## src/rtl/sin_pkg.sv

```systemverilog
// -----------------------------------------------------------------------------
// sin_pkg
// Shared types and constants for the single-wire s_in link: the serializer FSM
// state encoding and the default idle level of the line. The idle level is
// shared by the serializer, the serial detector and the benches.
// -----------------------------------------------------------------------------
package sin_pkg;

   typedef enum logic [1:0] {
      SER_IDLE,
      SER_SHIFT,
      SER_GAP
   } ser_state_e;

   localparam logic SIN_IDLE_LEVEL_DEFAULT = 1'b0;

endpackage : sin_pkg

```

## src/rtl/sin_serializer.sv

```systemverilog
// -----------------------------------------------------------------------------
// sin_serializer
// Parallel-in, serial-out transmitter for the single-wire s_in link. A WIDTH-bit
// word is taken on a valid/ready handshake and shifted out one bit per clk,
// MSB or LSB first. GAP idle cycles can be forced between words.
//
// Ports
//   clk        in   1      single clock, all logic on posedge
//   rst_n      in   1      synchronous active-low reset
//   in_data    in   WIDTH  word to transmit
//   in_valid   in   1      in_data valid
//   in_ready   out  1      a word can be accepted this cycle
//   s_out      out  1      serial data (drives the detector's s_in)
//   bit_valid  out  1      s_out carries a data bit this cycle
//   word_done  out  1      pulse: the last bit of a word is on s_out
// -----------------------------------------------------------------------------
module sin_serializer
   import sin_pkg::*;
#(
   parameter int   WIDTH      = 8,
   parameter int   LSB_FIRST  = 0,
   parameter int   GAP        = 0,
   parameter logic IDLE_LEVEL = SIN_IDLE_LEVEL_DEFAULT
) (
   input  logic             clk,
   input  logic             rst_n,
   input  logic [WIDTH-1:0] in_data,
   input  logic             in_valid,
   output logic             in_ready,
   output logic             s_out,
   output logic             bit_valid,
   output logic             word_done
);

   localparam int CNT_W = $clog2(WIDTH);
   localparam int GAP_W = (GAP > 0) ? $clog2(GAP + 1) : 1;

   localparam logic [CNT_W-1:0] BIT_LAST   = CNT_W'(WIDTH - 1);
   localparam logic [CNT_W-1:0] BIT_PENULT = CNT_W'(WIDTH - 2);
   localparam logic [GAP_W-1:0] GAP_LAST   = GAP_W'((GAP > 0) ? GAP - 1 : 0);

   ser_state_e       state_q, state_d;
   logic [WIDTH-1:0] shift_q, shift_d;
   logic [CNT_W-1:0] bit_cnt_q, bit_cnt_d;
   logic [GAP_W-1:0] gap_cnt_q, gap_cnt_d;
   logic             s_out_q, s_out_d;
   logic             bit_valid_q, bit_valid_d;
   logic             word_done_q, word_done_d;

   logic [WIDTH-1:0] shifted;
   logic             accept;

   // Bit that goes on the line first for a freshly loaded word.
   function automatic logic first_bit(input logic [WIDTH-1:0] w);
      return (LSB_FIRST != 0) ? w[0] : w[WIDTH-1];
   endfunction

   // Ready depends only on state and counters, so upstream may wait on it
   // before raising in_valid without forming a combinational loop.
   always_comb begin
      in_ready = 1'b0;
      if (rst_n) begin
         case (state_q)
            SER_IDLE:  in_ready = 1'b1;
            // With no gap, the last-bit cycle reloads so words run back to back.
            SER_SHIFT: in_ready = (GAP == 0) && (bit_cnt_q == BIT_LAST);
            default:   in_ready = 1'b0;
         endcase
      end
   end

   assign accept = in_valid && in_ready;

   always_comb begin
      // NOTE: every always_comb output gets a default first so no path leaves
      // it unassigned, which would otherwise infer a latch.
      state_d     = state_q;
      shift_d     = shift_q;
      bit_cnt_d   = bit_cnt_q;
      gap_cnt_d   = gap_cnt_q;
      s_out_d     = IDLE_LEVEL;
      bit_valid_d = 1'b0;
      word_done_d = 1'b0;
      shifted     = (LSB_FIRST != 0) ? (shift_q >> 1) : (shift_q << 1);

      case (state_q)
         SER_IDLE: begin
            if (accept) begin
               state_d     = SER_SHIFT;
               shift_d     = in_data;
               bit_cnt_d   = '0;
               s_out_d     = first_bit(in_data);
               bit_valid_d = 1'b1;
            end
         end

         SER_SHIFT: begin
            if (bit_cnt_q != BIT_LAST) begin
               shift_d     = shifted;
               bit_cnt_d   = bit_cnt_q + CNT_W'(1);
               s_out_d     = (LSB_FIRST != 0) ? shifted[0] : shifted[WIDTH-1];
               bit_valid_d = 1'b1;
               // Registered pulse lines up with the last bit reaching s_out.
               word_done_d = (bit_cnt_q == BIT_PENULT);
            end else if (GAP > 0) begin
               state_d   = SER_GAP;
               bit_cnt_d = '0;
               gap_cnt_d = '0;
            end else if (accept) begin
               shift_d     = in_data;
               bit_cnt_d   = '0;
               s_out_d     = first_bit(in_data);
               bit_valid_d = 1'b1;
            end else begin
               state_d   = SER_IDLE;
               bit_cnt_d = '0;
            end
         end

         SER_GAP: begin
            if (gap_cnt_q == GAP_LAST) begin
               state_d   = SER_IDLE;
               gap_cnt_d = '0;
            end else begin
               gap_cnt_d = gap_cnt_q + GAP_W'(1);
            end
         end

         default: begin
            state_d   = SER_IDLE;
            bit_cnt_d = '0;
            gap_cnt_d = '0;
         end
      endcase
   end

   always_ff @(posedge clk) begin
      // NOTE: sequential state uses non-blocking assignments so every register
      // samples the pre-edge values regardless of statement order.
      if (!rst_n) begin
         state_q     <= SER_IDLE;
         // NOTE: the shift register is cleared too; it is one word wide and a
         // known value keeps X out of s_out after an aborted word.
         shift_q     <= '0;
         bit_cnt_q   <= '0;
         gap_cnt_q   <= '0;
         s_out_q     <= IDLE_LEVEL;
         bit_valid_q <= 1'b0;
         word_done_q <= 1'b0;
      end else begin
         state_q     <= state_d;
         shift_q     <= shift_d;
         bit_cnt_q   <= bit_cnt_d;
         gap_cnt_q   <= gap_cnt_d;
         s_out_q     <= s_out_d;
         bit_valid_q <= bit_valid_d;
         word_done_q <= word_done_d;
      end
   end

   assign s_out     = s_out_q;
   assign bit_valid = bit_valid_q;
   assign word_done = word_done_q;

endmodule : sin_serializer

```

## config.mk

```make
export PLATFORM = sky130hd
export DESIGN_NAME = sin_serializer
export DESIGN_NICKNAME = d
export VERILOG_FILES = /design/src/rtl/sin_pkg.sv /design/src/rtl/sin_serializer.sv
export SDC_FILE = /design/constraint.sdc
export NUM_CORES = 1
export LEC_CHECK = 0
export BUFFER_PORTS_ARGS = -buffer_cell sky130_fd_sc_hd__buf_4
export CORE_AREA = 4 4 41 43
export CTS_CLUSTER_DIAMETER = 100
export DETAILED_ROUTE_END_ITERATION = 8
export DIE_AREA = 0 0 45 47
export PLACE_DENSITY = 0.71
export SYNTH_ARGS = -nofsm -noshare
export SYNTH_HDL_FRONTEND = slang
export SYNTH_SLANG_ARGS = --single-unit
export TNS_END_PERCENT = 1
```

## constraint.sdc

```tcl
create_clock -name clk -period 1.5 [get_ports clk]
set_input_delay 0.15 -clock clk [delete_from_list [all_inputs] [get_ports clk]]
set_output_delay 0.15 -clock clk [all_outputs]
set_load 0.005 [all_outputs]
```

==> results.py <==
metrics = {
    "run_status": {
        "status": "finished clean",
    },
    "worst_hold_path": {
        "worstHoldEndpoint": "s_out",
        "hold_depth": 3,
        "hp-start": "in_data[7]",
        "hp-class": "in -> reg",
    },
    "routing": {
        "via_count": 491,
        "avgViaCountPerCell": 5.34,
        "drc": 0,
        "wirelength_mm": 1.17,
        "antenna_left": 0,
        "wl_per_cell_um": 12.7,
        "dr.pass1.iters": 4,
        "drtIter0Drc": 8,
    },
    "timing": {
        "final_hold_viol_count": 0,
        "fin_crit_ps": 1470,
        "fin_hold_ws_ps": 142,
        "finalCritPeriodShare_pct": 98.0,
        "rsz0062_at_grt": "yes",
        "slew_violations": 0,
        "clock.fmax_ghz": 0.680,
        "tightest_slew_ps": 284,
        "setup-violations-final": 0,
        "fin_skew_ps": 5.40,
        "relSlewSlack_pct": 81.1,
        "setup_ws_ps": 29.6,
        "fin_tns_setup_ps": 0,
    },
    "critical_path": {
        "r2r-start": "bit_cnt_q[0]",
        "rrSetupSlack_ps": 110,
        "crit_buf_inv": 1,
        "critPathKind": "reg -> out",
        "worstPathArrival_ps": 1320,
        "worstPathCellList": "ha_4 -> ha_4 -> nand2b_4 -> and2_4 -> buf_6",
        "startpoint_type": "flop",
        "r2r-end": "shift_q[3]",
        "end_kind": "output pin",
        "critical_path_required_ps": 1350,
        "crit_family": "flip-flops",
        "max_stage_delay_ps": 340,
        "crit_top_cell": "ha_4",
        "cp_slowest_cell": "dfxtp_2",
        "cp_max_fo": 2,
        "r2r_cells": 7,
    },
    "logic_synthesis": {
        "synthFlopType": "dfxtp_1",
        "synth_top_family_by_area": "compound AO/OA/AOI/OAI gates",
        "ys_warn_count": 0,
        "synth-seq-area-share_pct": 46.2,
        "muxShareOfSynthArea_pct": 11.5,
        "async_reset_ff_share_pct": 0,
        "synth.avg_cell_area_um2": 10.1,
        "ys_types": 20,
        "synth-compound-area-share_pct": 16.9,
        "synth-simple-area-share_pct": 14.0,
        "synth_edf_count": 0,
        "synthCells": 60,
        "synth_xor_area_share_pct": 0,
        "synth_fa_ha_area_share_pct": 6.19,
        "synth-seq-cells": 14,
        "netlist_area_um2": 607,
        "syn_nets": 74,
    },
    "cells_and_area": {
        "final_util_pct": 60.3,
        "drive_gt1_share_pct": 33.8,
        "fin_cells": 92,
        "final_nets": 93,
        "syn_to_final_growth_pct": 29.3,
        "diodes": 0,
    },
    "global_route": {
        "grt_pass1_vias": 462,
        "grt_max_degree": 15,
        "grt_pass1_wl_mm": 1.96,
        "grt_antenna_before_repair": 0,
        "grtUsageTotal_pct": 12.9,
        "grt-ovfl-total": 0,
    },
    "clocking": {
        "cts_root_buffer": "clkbuf_4",
        "cts_made_buffers": 3,
        "insertion_delay_ps": 280,
        "clock_path_buffers": 2,
        "cts_tree": "built",
        "h-tree-depth": 1,
        "clk_pin_slew_ps": 80,
        "cts.sinks": 14,
    },
    "place": {
        "place.gp.congestion": 0.751,
        "io_buffers": 14,
        "dp_slack_ps": 76.0,
        "place_hpwl_um": 757,
        "dp_cells": 87,
    },
    "power_and_ir_drop": {
        "power.density_nw_per_um2": 923,
        "p_int_uw": 550,
        "combPwrFrac_pct": 14.7,
        "p_sw_share_pct": 24.1,
        "p_leak_nw": 0.337,
        "netSwitchingPower_uw": 174,
        "seqPwrFrac_pct": 56.8,
        "ir_worst_vdd_mv": 0.549,
        "p_clk_share_pct": 28.5,
    },
    "floorplanning": {
        "die_w_um": 45,
        "pin_count": 15,
        "fp.dieArea_um2": 2120,
        "start_util_pct": 46.6,
        "die-height_um": 47,
        "num_rows": 13,
        "coreArea_um2": 1300,
    },
    "flow_run": {
        "timing.max_cap.violations": 0,
    },
}
worst register-to-register path, delay by kind of cell (launching register included):
family / cells / cell delay [ps]
compound gates: 2 / 160
fa+ha+maj: 2 / 310
buf+inv: 2 / 330
flops: 1 / 340
simple gates: 1 / 140
flip-flops by register name (all words and copies together) (netlist names):
| signal | flops |
|---|---|
| bit_cnt_q | 3 |
| bit_valid | 1 |
| s_out | 1 |
| shift_q | 7 |
| state_q | 1 |
| word_done | 1 |
worst max path at each step:
stage | cells past startpoint | slack [ps] | end | start
2_1_floorplan | 6 | 220 | shift_q[3] | bit_cnt_q[0]
3_3_place_gp | 6 | 100 | shift_q[3] | bit_cnt_q[0]
3_5_place_dp | 5 | 80 | in_ready | bit_cnt_q[0]
4_1_cts | 5 | 10 | in_ready | bit_cnt_q[1]
5_1_grt | 5 | -10 | in_ready | bit_cnt_q[0]
6_report | 5 | 30 | in_ready | bit_cnt_q[0]
power groups by stage:
stage | clock [mW] | sequential [mW] | combinational, mW
after CTS | 0.218 | 0.411 | 0.106
final | 0.206 | 0.411 | 0.107
after global routing | 0.231 | 0.414 | 0.118
after detailed placement | 0 | 0.417 | 0.0983
after global placement | 0 | 0.417 | 0.0974
after floorplan | 0 | 0.414 | 0.0630
routing by layer:
metal	vias to the layer above	GRT usage (%)	wire length, um
li1	247	-	-
met2	15	20.9	594
met5	-	0	0
met4	0	6.43	12
met1	227	14.3	478
met3	2	6.13	84
logic make-up after synthesis:
| family | after synthesis |
|---|---|
| AOI/OAI and AO/OA | 18 |
| and+or+nand+nor | 14 |
| DFF | 14 |
| muxes | 7 |
| buffers and inverters | 4 |
| adders and majority gates | 3 |
synthesized netlist by cell type (2+ instances only):
cell type | n | area (um^2)
dfxtp_1 | 14 | 280
a21oi_1 | 7 | 35.0
mux2i_1 | 7 | 70.1
o21a_1 | 4 | 30.0
ha_1 | 3 | 37.5
nor2b_1 | 3 | 18.8
o21ai_0 | 3 | 15.0
o21ai_1 | 3 | 15.0
buf_6 | 2 | 22.5
nand3_1 | 2 | 10.0
nor2_1 | 2 | 7.51
nor3b_1 | 2 | 15.0
cell usage in the layout (no fill, tap or decap):
cell | Yosys | layout
o21a_1 | 4 | 4
a21boi_1 | 1 | 1
nor3b_1 | 2 | 2
nor2b_1 | 3 | 3
buf_6 | 2 | 1
dfxtp_1 | 14 | 12
ha_1 | 3 | 1
nand2b_4 | 0 | 1
and2b_1 | 1 | 1
and2_4 | 1 | 1
clkbuf_4 | 0 | 3
o21ai_1 | 3 | 3
nand2_1 | 1 | 1
mux2i_1 | 7 | 7
o21ai_0 | 3 | 3
dfxtp_2 | 0 | 2
a21oi_1 | 7 | 7
nor3_1 | 1 | 1
buf_4 | 0 | 16
nand3_1 | 2 | 2
ha_4 | 0 | 2
nor2_1 | 2 | 2
inv_1 | 1 | 1
metrics by stage:
| step | area, um^2 | total power, mW |
|---|---|---|
| 3_3_place_gp | 711 | 0.514 |
| 4_1_cts | 781 | 0.734 |
| 6_report | 785 | 0.724 |
| 2_1_floorplan | 607 | 0.477 |
| 5_1_grt | 785 | 0.764 |
| 3_5_place_dp | 711 | 0.515 |
cell type report:
type	count	area, um^2
Fill cell	120	517
Multi-Input combinational cell	42	325
Sequential cell	14	283
Timing Repair Buffer	17	131
Clock buffer	3	22.5
Tap cell	15	18.8
Inverter	1	3.75
repair_timing:
action / 4_1_cts / 5_1_grt
setup buffers: 2 / 0
pin swaps: 2 / 1
hold buffers: 0 / 0
setup endpoints to repair: 1 / 1
resized for setup: 7 / 1
Power figures use the tool's default switching activity.
